==> src/rtl/ym3438_timing_pkg.sv <==
// Shared timing constants for the OPN2 slot sequencer.
// Also holds the slot -> (channel, operator) decode.
package ym3438_timing_pkg;

  localparam int         SLOTS     = 24;
  localparam logic [4:0] LAST_SLOT = 5'd23;

  localparam logic [7:0] REG_TEST = 8'h21;
  localparam logic [7:0] REG_LFO  = 8'h22;

  typedef struct packed {
    logic [2:0] ch;
    logic [1:0] op;
  } chop_t;

  // Slots are grouped six per operator: op = slot / 6, ch = slot mod 6.
  function automatic chop_t slot_to_chop(input logic [4:0] slot);
    chop_t r;
    if (slot >= 5'd18) begin
      r.op = 2'd3;
      r.ch = 3'(slot - 5'd18);
    end else if (slot >= 5'd12) begin
      r.op = 2'd2;
      r.ch = 3'(slot - 5'd12);
    end else if (slot >= 5'd6) begin
      r.op = 2'd1;
      r.ch = 3'(slot - 5'd6);
    end else begin
      r.op = 2'd0;
      r.ch = 3'(slot);
    end
    return r;
  endfunction

endpackage

==> src/rtl/ym3438_clk_phase.sv <==
// MCLK prescaler producing the non-overlapping c1/c2 clock-enable pulses.
// adv flags the edge on which c1 fires, so the slot counter can step in lockstep.
module ym3438_clk_phase
  import ym3438_timing_pkg::*;
#(
  parameter int PRESCALE = 6
) (
  input  logic clk,
  input  logic rst_n,
  input  logic hold,
  output logic c1,
  output logic c2,
  output logic adv
);

  localparam int              PW       = $clog2(PRESCALE);
  localparam logic [PW-1:0]   PRE_LAST = PW'(PRESCALE - 1);
  localparam logic [PW-1:0]   PRE_HALF = PW'(PRESCALE / 2);

  if ((PRESCALE < 4) || ((PRESCALE % 2) != 0)) begin : g_bad_prescale
    $error("ym3438_clk_phase: PRESCALE must be even and at least 4");
  end

  logic [PW-1:0] pre_reg, pre_next;
  logic          c1_reg, c1_next;
  logic          c2_reg, c2_next;

  // Hold freezes the counter in place, so release resumes exactly where it stopped.
  always_comb begin
    pre_next = pre_reg;
    c1_next  = 1'b0;
    c2_next  = 1'b0;
    if (!hold) begin
      pre_next = (pre_reg == PRE_LAST) ? '0 : pre_reg + 1'b1;
      c1_next  = (pre_next == '0);
      c2_next  = (pre_next == PRE_HALF);
    end
  end

  always_ff @(posedge clk or negedge rst_n) begin
    if (!rst_n) begin
      pre_reg <= PRE_LAST;
      c1_reg  <= 1'b0;
      c2_reg  <= 1'b0;
    end else begin
      pre_reg <= pre_next;
      c1_reg  <= c1_next;
      c2_reg  <= c2_next;
    end
  end

  assign adv = !hold && (pre_reg == PRE_LAST);
  assign c1  = c1_reg;
  assign c2  = c2_reg;

endmodule

==> src/rtl/ym3438_slot_sequencer.sv <==
// OPN2 master timing: 24-slot operator counter with decoded strobes, plus the
// test register and a sample-aligned LFO configuration shadow.
module ym3438_slot_sequencer
  import ym3438_timing_pkg::*;
#(
  parameter int PRESCALE = 6,
  parameter int SLOTS    = 24
) (
  input  logic       MCLK,
  input  logic       IC,
  input  logic       hold,
  input  logic       reg_wr,
  input  logic [7:0] reg_addr,
  input  logic [7:0] reg_data,
  output logic       c1,
  output logic       c2,
  output logic [4:0] slot,
  output logic       fsm_sel0,
  output logic       fsm_sel23,
  output logic [2:0] ch,
  output logic [1:0] op,
  output logic       sample_tick,
  output logic [3:0] lfo,
  output logic [7:0] reg_21
);

  localparam logic [4:0] WRAP_SLOT = 5'(SLOTS - 1);

  logic       adv, boundary, wr_test, wr_lfo;
  logic [4:0] slot_reg, slot_next;
  chop_t      chop_next;
  logic [2:0] ch_reg;
  logic [1:0] op_reg;
  logic       sel0_reg, sel0_next;
  logic       sel23_reg, sel23_next;
  logic       tick_reg, tick_next;
  logic [3:0] lfo_reg, lfo_next;
  logic [3:0] lfo_pend_reg, lfo_pend_next;
  logic       pending_reg, pending_next;
  logic [7:0] reg21_reg, reg21_next;

  ym3438_clk_phase #(
    .PRESCALE(PRESCALE)
  ) u_clk_phase (
    .clk  (MCLK),
    .rst_n(IC),
    .hold (hold),
    .c1   (c1),
    .c2   (c2),
    .adv  (adv)
  );

  always_comb begin
    wr_test  = reg_wr && (reg_addr == REG_TEST);
    wr_lfo   = reg_wr && (reg_addr == REG_LFO);
    boundary = adv && (slot_reg == WRAP_SLOT);

    slot_next = slot_reg;
    if (adv) begin
      slot_next = boundary ? 5'd0 : slot_reg + 5'd1;
    end
    // Decoding from slot_next keeps the strobes aligned with the slot they describe.
    chop_next  = slot_to_chop(slot_next);
    sel0_next  = (slot_next == 5'd0);
    sel23_next = (slot_next == LAST_SLOT);
    tick_next  = boundary;

    reg21_next    = reg21_reg;
    lfo_next      = lfo_reg;
    lfo_pend_next = lfo_pend_reg;
    pending_next  = pending_reg;

    if (wr_test) begin
      reg21_next = reg_data;
    end

    // A write landing on the boundary edge is newer than any pending value, so it wins.
    if (boundary) begin
      if (wr_lfo) begin
        lfo_next = reg_data[3:0];
      end else if (pending_reg) begin
        lfo_next = lfo_pend_reg;
      end
      pending_next = 1'b0;
    end else if (wr_lfo) begin
      lfo_pend_next = reg_data[3:0];
      pending_next  = 1'b1;
    end
  end

  always_ff @(posedge MCLK or negedge IC) begin
    if (!IC) begin
      slot_reg     <= LAST_SLOT;
      ch_reg       <= 3'd5;
      op_reg       <= 2'd3;
      sel0_reg     <= 1'b0;
      sel23_reg    <= 1'b1;
      tick_reg     <= 1'b0;
      lfo_reg      <= 4'd0;
      lfo_pend_reg <= 4'd0;
      pending_reg  <= 1'b0;
      reg21_reg    <= 8'd0;
    end else begin
      slot_reg     <= slot_next;
      ch_reg       <= chop_next.ch;
      op_reg       <= chop_next.op;
      sel0_reg     <= sel0_next;
      sel23_reg    <= sel23_next;
      tick_reg     <= tick_next;
      lfo_reg      <= lfo_next;
      lfo_pend_reg <= lfo_pend_next;
      pending_reg  <= pending_next;
      reg21_reg    <= reg21_next;
    end
  end

  assign slot        = slot_reg;
  assign ch          = ch_reg;
  assign op          = op_reg;
  assign fsm_sel0    = sel0_reg;
  assign fsm_sel23   = sel23_reg;
  assign sample_tick = tick_reg;
  assign lfo         = lfo_reg;
  assign reg_21      = reg21_reg;

endmodule

==> config.mk <==
export PLATFORM = sky130hd
export DESIGN_NAME = ym3438_slot_sequencer
export DESIGN_NICKNAME = d
export VERILOG_FILES = /design/src/rtl/ym3438_timing_pkg.sv /design/src/rtl/ym3438_clk_phase.sv /design/src/rtl/ym3438_slot_sequencer.sv
export SDC_FILE = /design/constraint.sdc
export NUM_CORES = 1
export LEC_CHECK = 0
export ABC_CLOCK_PERIOD_IN_PS = 2600
export CAP_MARGIN = 10
export CORE_MARGIN = 5
export CORE_UTILIZATION = 30
export CTS_CLUSTER_DIAMETER = 150
export DETAILED_ROUTE_END_ITERATION = 10
export GPL_ROUTABILITY_DRIVEN = 0
export PLACE_DENSITY = 0.58
export SLEW_MARGIN = 20
export SYNTH_ARGS = -nofsm -noshare
export SYNTH_HDL_FRONTEND = slang
export SYNTH_HIERARCHICAL = 1
export SYNTH_SLANG_ARGS = --single-unit
export TNS_END_PERCENT = 5
==> constraint.sdc <==
create_clock -name MCLK -period 2.6 [get_ports MCLK]
set_clock_uncertainty 0.1 [all_clocks]
set_input_delay 0.52 -clock MCLK [delete_from_list [all_inputs] [get_ports MCLK]]
set_output_delay 0.52 -clock MCLK [all_outputs]
set_load 0.005 [all_outputs]
==> impl_metrics.prom <==
# TYPE chip_impl_metric gauge
chip_impl_metric{name="clock.fmax",unit="MHz"} 399
chip_impl_metric{name="p_leak",unit="nW"} 1.13
chip_impl_info{name="worst_setup_path_start_kind",value="flop"} 1
chip_impl_info{name="ctsRootBufferMaster",value="sky130_fd_sc_hd__clkbuf_8"} 1
chip_impl_metric{name="detail-route-antenna-nets",unit=""} 0
chip_impl_metric{name="endpoints_failing_setup",unit=""} 0
chip_impl_metric{name="fin_crit_sh",unit="%"} 96.3
chip_impl_metric{name="routed_via_density",unit=""} 4.73
chip_impl_metric{name="post_synth_xor_area_fraction",unit="%"} 3.20
chip_impl_metric{name="synth.net_count",unit=""} 158
chip_impl_metric{name="synth-simple-area-share",unit="%"} 15.5
chip_impl_metric{name="post_route_cells_drive_above_1_share",unit="%"} 37.7
chip_impl_metric{name="final_net_count",unit=""} 230
chip_impl_metric{name="yosys_register_bits",unit=""} 34
chip_impl_metric{name="cts_buffers",unit=""} 5
chip_impl_metric{name="buffer_ports.inserted",unit=""} 46
chip_impl_metric{name="tightest_pin_transition",unit="ns"} 0.428
chip_impl_metric{name="grt.overflow.total",unit=""} 0
chip_impl_metric{name="dr.first_iter.drc_count",unit=""} 26
chip_impl_info{name="worstSetupPathType",value="flop to flop"} 1
chip_impl_metric{name="netlist_instances",unit=""} 134
chip_impl_metric{name="largest_register_ff_count",unit=""} 8
chip_impl_metric{name="synth-edff-count",unit=""} 0
chip_impl_metric{name="synth_fa_ha_area_share",unit="%"} 2.97
chip_impl_metric{name="crit_required",unit="ns"} 2.66
chip_impl_metric{name="report.final.slew_viol_count",unit=""} 0
chip_impl_info{name="crit_path_frequent_cell",value="sky130_fd_sc_hd__a211oi_2"} 1
chip_impl_metric{name="critical_path_peak_fanout",unit=""} 5
chip_impl_metric{name="fp.dieH",unit="um"} 84.9
chip_impl_metric{name="vias",unit=""} 1320
chip_impl_metric{name="ys_warn_count",unit=""} 6
chip_impl_info{name="status",value="finished, final reports clean"} 1
chip_impl_metric{name="synthDominantCellAreaShare",unit="%"} 35.7
chip_impl_metric{name="synth_sequential_area_ratio",unit="%"} 51.3
chip_impl_info{name="holdCritPathClass",value="flop to flop"} 1
chip_impl_metric{name="core_outline_area",unit="sq um"} 5470
chip_impl_metric{name="wirelength",unit="um"} 4160
chip_impl_metric{name="clock_sinks",unit=""} 34
chip_impl_metric{name="via_count_of_the_first_global_routing_pass",unit=""} 1421
chip_impl_info{name="path_cells",value="nor2b_4, and3b_2, buf_4, a31oi_4, ha_4, a211oi_2, a211oi_2, o211ai_1, nor4b_2, a211oi_2"} 1
chip_impl_metric{name="fill_cell_total_of_the_finished_layout",unit=""} 507
chip_impl_metric{name="arrival_worst_endpoint",unit="ns"} 2.56
chip_impl_metric{name="cts_htree_levels",unit=""} 2
chip_impl_info{name="synth_flop_type",value="sky130_fd_sc_hd__dfrtp_1"} 1
chip_impl_metric{name="maximum_number_of_pins_on_one_net_before_global_route_repair",unit=""} 35
chip_impl_info{name="synth_top_cells_by_count",value="sky130_fd_sc_hd__dfrtp_1 (24), sky130_fd_sc_hd__mux2_2 (12), sky130_fd_sc_hd__dfstp_2 (10), sky130_fd_sc_hd__nand2_1 (7), sky130_fd_sc_hd__nor2_1 (7)"} 1
chip_impl_metric{name="clk_path_buf_depth",unit=""} 2
chip_impl_metric{name="drv.max_cap_violation_count",unit=""} 0
chip_impl_metric{name="number_of_drc_violations_after_detailed_routing",unit=""} 0
chip_impl_metric{name="post_synth_num_cell_types",unit=""} 48
chip_impl_metric{name="cp_num_buf_inv",unit=""} 1
chip_impl_metric{name="grt_usage",unit="%"} 12.3
chip_impl_metric{name="worst_skew_pair_latency",unit="ns"} 0.28
chip_impl_info{name="timing.critical_path.slowest_stage_cell",value="sky130_fd_sc_hd__dfstp_2"} 1
chip_impl_metric{name="drt_pre_antenna_iters",unit=""} 4
chip_impl_metric{name="grt_pass1_wl",unit="um"} 7200
chip_impl_metric{name="fp-row-count",unit=""} 27
chip_impl_metric{name="synth-compound-area-share",unit="%"} 13.9
chip_impl_metric{name="number_of_antenna_violations_at_the_first_check_in_global_routing",unit=""} 0
chip_impl_info{name="synth_top_family_by_area",value="simple AND/OR/NAND/NOR gates"} 1
chip_impl_metric{name="floorplan.initialDensity",unit="%"} 30.7
chip_impl_metric{name="yosys-mux-area-fraction",unit="%"} 9.81
chip_impl_metric{name="die_x",unit="um"} 84.9
chip_impl_info{name="crit_family",value="compound AO/OA/AOI/OAI gates"} 1
chip_impl_metric{name="period_needed",unit="ns"} 2.50
chip_impl_info{name="yosysMostFrequentCell",value="sky130_fd_sc_hd__dfrtp_1"} 1
chip_impl_metric{name="post_synthesis_cell_area",unit="sq um"} 1680
chip_impl_metric{name="dp.final_hpwl",unit="um"} 3180
chip_impl_info{name="endpoint_kind",value="flop"} 1
chip_impl_metric{name="flow.area_growth_from_synthesis",unit="%"} 48.8
chip_impl_metric{name="io-pin-count",unit=""} 47
chip_impl_info{name="grt_setup_unrepaired",value="true"} 1
chip_impl_metric{name="cts.reportedPaths.clkPinSlew",unit="ns"} 0.07
chip_impl_info{name="synth_largest_area_cell",value="sky130_fd_sc_hd__dfrtp_1"} 1
chip_impl_metric{name="total_power",unit="mW"} 1.96
chip_impl_metric{name="ys_async_sr_fraction",unit="%"} 100
chip_impl_info{name="tritoncts",value="done"} 1
chip_impl_metric{name="cellPowerDensity",unit="nW/um^2"} 784
chip_impl_metric{name="floorplan.die_area",unit="sq um"} 7210
chip_impl_metric{name="routedWlPerCell",unit="um"} 14.9
chip_impl_metric{name="cp_slowest_stage_delay",unit="ns"} 0.55
chip_impl_metric{name="antenna_cells",unit=""} 0
chip_impl_metric{name="max_slew_margin",unit="%"} 71.3
chip_impl_info{name="yosys-top-cells-area",value="sky130_fd_sc_hd__dfrtp_1 (36%), sky130_fd_sc_hd__dfstp_2 (16%), sky130_fd_sc_hd__mux2_2 (8.0%)"} 1
chip_impl_metric{name="final_cell_count_no_fill",unit=""} 279
chip_impl_metric{name="dp_cells",unit=""} 269
chip_impl_metric{name="cts_hold_buf",unit=""} 0
chip_impl_metric{name="finalHoldViolCount",unit=""} 0
chip_impl_metric{name="synth.avg_cell_area",unit="sq um"} 12.6
chip_impl_metric{name="vdd.ir_drop.worst",unit="V"} 0.000412
chip_impl_metric{name="timing.hold.ws",unit="ns"} 0.404
worst reg2reg max path: cells and delay by family, from the launching register on:
kind                       cells  cell delay, ns
and+or+nand+nor                3            0.65
DFF                            1            0.55
adders and majority gates      1            0.19
buffers and inverters          1            0.15
AOI/OAI and AO/OA              5            0.74
area by class of cell:
cell class                 count  area (sq um)  area share, %
sequential                    34           863           34.5
clock buffer                   6          82.6           3.30
timing repair buffer          68           624           24.9
tap                           72          90.1           3.60
clock inverter                 2          12.5          0.500
inverter                       7          26.3           1.05
multi-input combinational     90           806           32.2
worst paths after layout:
check / start / endpoint / slack, ns / cells past startpoint
setup / recovery: u_clk_phase/pre_reg[0]$_DFFE_PN1N_ / ch[1]$_DFF_PN0_ / 0.1 / 10
hold / removal: reg_21[2]$_DFFE_PN0P_ / reg_21[2]$_DFFE_PN0P_ / 0.40 / 1
setup reg to reg: u_clk_phase/pre_reg[0]$_DFFE_PN1N_ / ch[1]$_DFF_PN0_ / 0.1 / 10
hold reg to reg: reg_21[2]$_DFFE_PN0P_ / reg_21[2]$_DFFE_PN0P_ / 0.40 / 1
max in group asynchronous: IC / op[1]$_DFF_PN1_ / 1.50 / 2
min in group asynchronous: IC / reg_21[0]$_DFFE_PN0P_ / 0.56 / 2
logic make-up (layout without fill, tap and decap cells):
group                    count (synthesis)  in the layout
AND/OR/NAND/NOR                         39             39
flip-flops                              34             34
AO/OA/AOI/OAI                           29             29
multiplexers                            14             14
buffers and inverters                   10             83
adder cells (fa/ha/maj)                  4              4
XOR/XNOR                                 4              4
cells in the final DEF, fill, tap and decap left out, types with 3 or more instances in the layout:
master,count
sky130_fd_sc_hd__a211oi_2,3
sky130_fd_sc_hd__a2bb2oi_1,4
sky130_fd_sc_hd__buf_4,22
sky130_fd_sc_hd__clkbuf_8,6
sky130_fd_sc_hd__clkdlybuf4s50_1,45
sky130_fd_sc_hd__dfrtp_1,24
sky130_fd_sc_hd__dfstp_2,10
sky130_fd_sc_hd__inv_1,4
sky130_fd_sc_hd__inv_2,3
sky130_fd_sc_hd__mux2_2,12
sky130_fd_sc_hd__nand2_1,6
sky130_fd_sc_hd__nand2_2,3
sky130_fd_sc_hd__nor2_1,7
sky130_fd_sc_hd__o21a_1,3
sky130_fd_sc_hd__o22ai_1,4
timing repair:
action,in CTS,in global routing
setup endpoints to repair,4,4
setup buffers,2,0
pin swaps,5,3
gates resized for setup,4,3
per-stage QoR:
step	TNS [ns]	cell area [sq um]	util, %	worst slack [ns]
after floorplan	-0.112	1700	-	-0.0598
after global placement	-2.79	2370	43.3	-0.384
after detailed placement	-3.70	2370	43.3	-0.483
after CTS	0	2490	45.6	0.00276
after global routing	-0.0634	2500	45.8	-0.0609
final	0	2500	45.8	0.0958
report_power, final:
group	total (mW)	internal, mW	switching (mW)	leakage [nW]
Combinational	0.827	0.467	0.360	0.647
Clock	0.399	0.213	0.186	0.0472
Sequential	0.737	0.656	0.0809	0.431
per-layer routing:
| layer | track usage, % | up-vias | part of all wire (%) |
|---|---|---|---|
| met5 | 0 | - | 0 |
| met4 | 2.01 | 0 | 0.60 |
| met3 | 4.95 | 4 | 6.8 |
| met2 | 20.2 | 45 | 47 |
| met1 | 15.6 | 636 | 45 |
| li1 | - | 635 | - |
Power figures use the tool's default switching activity.
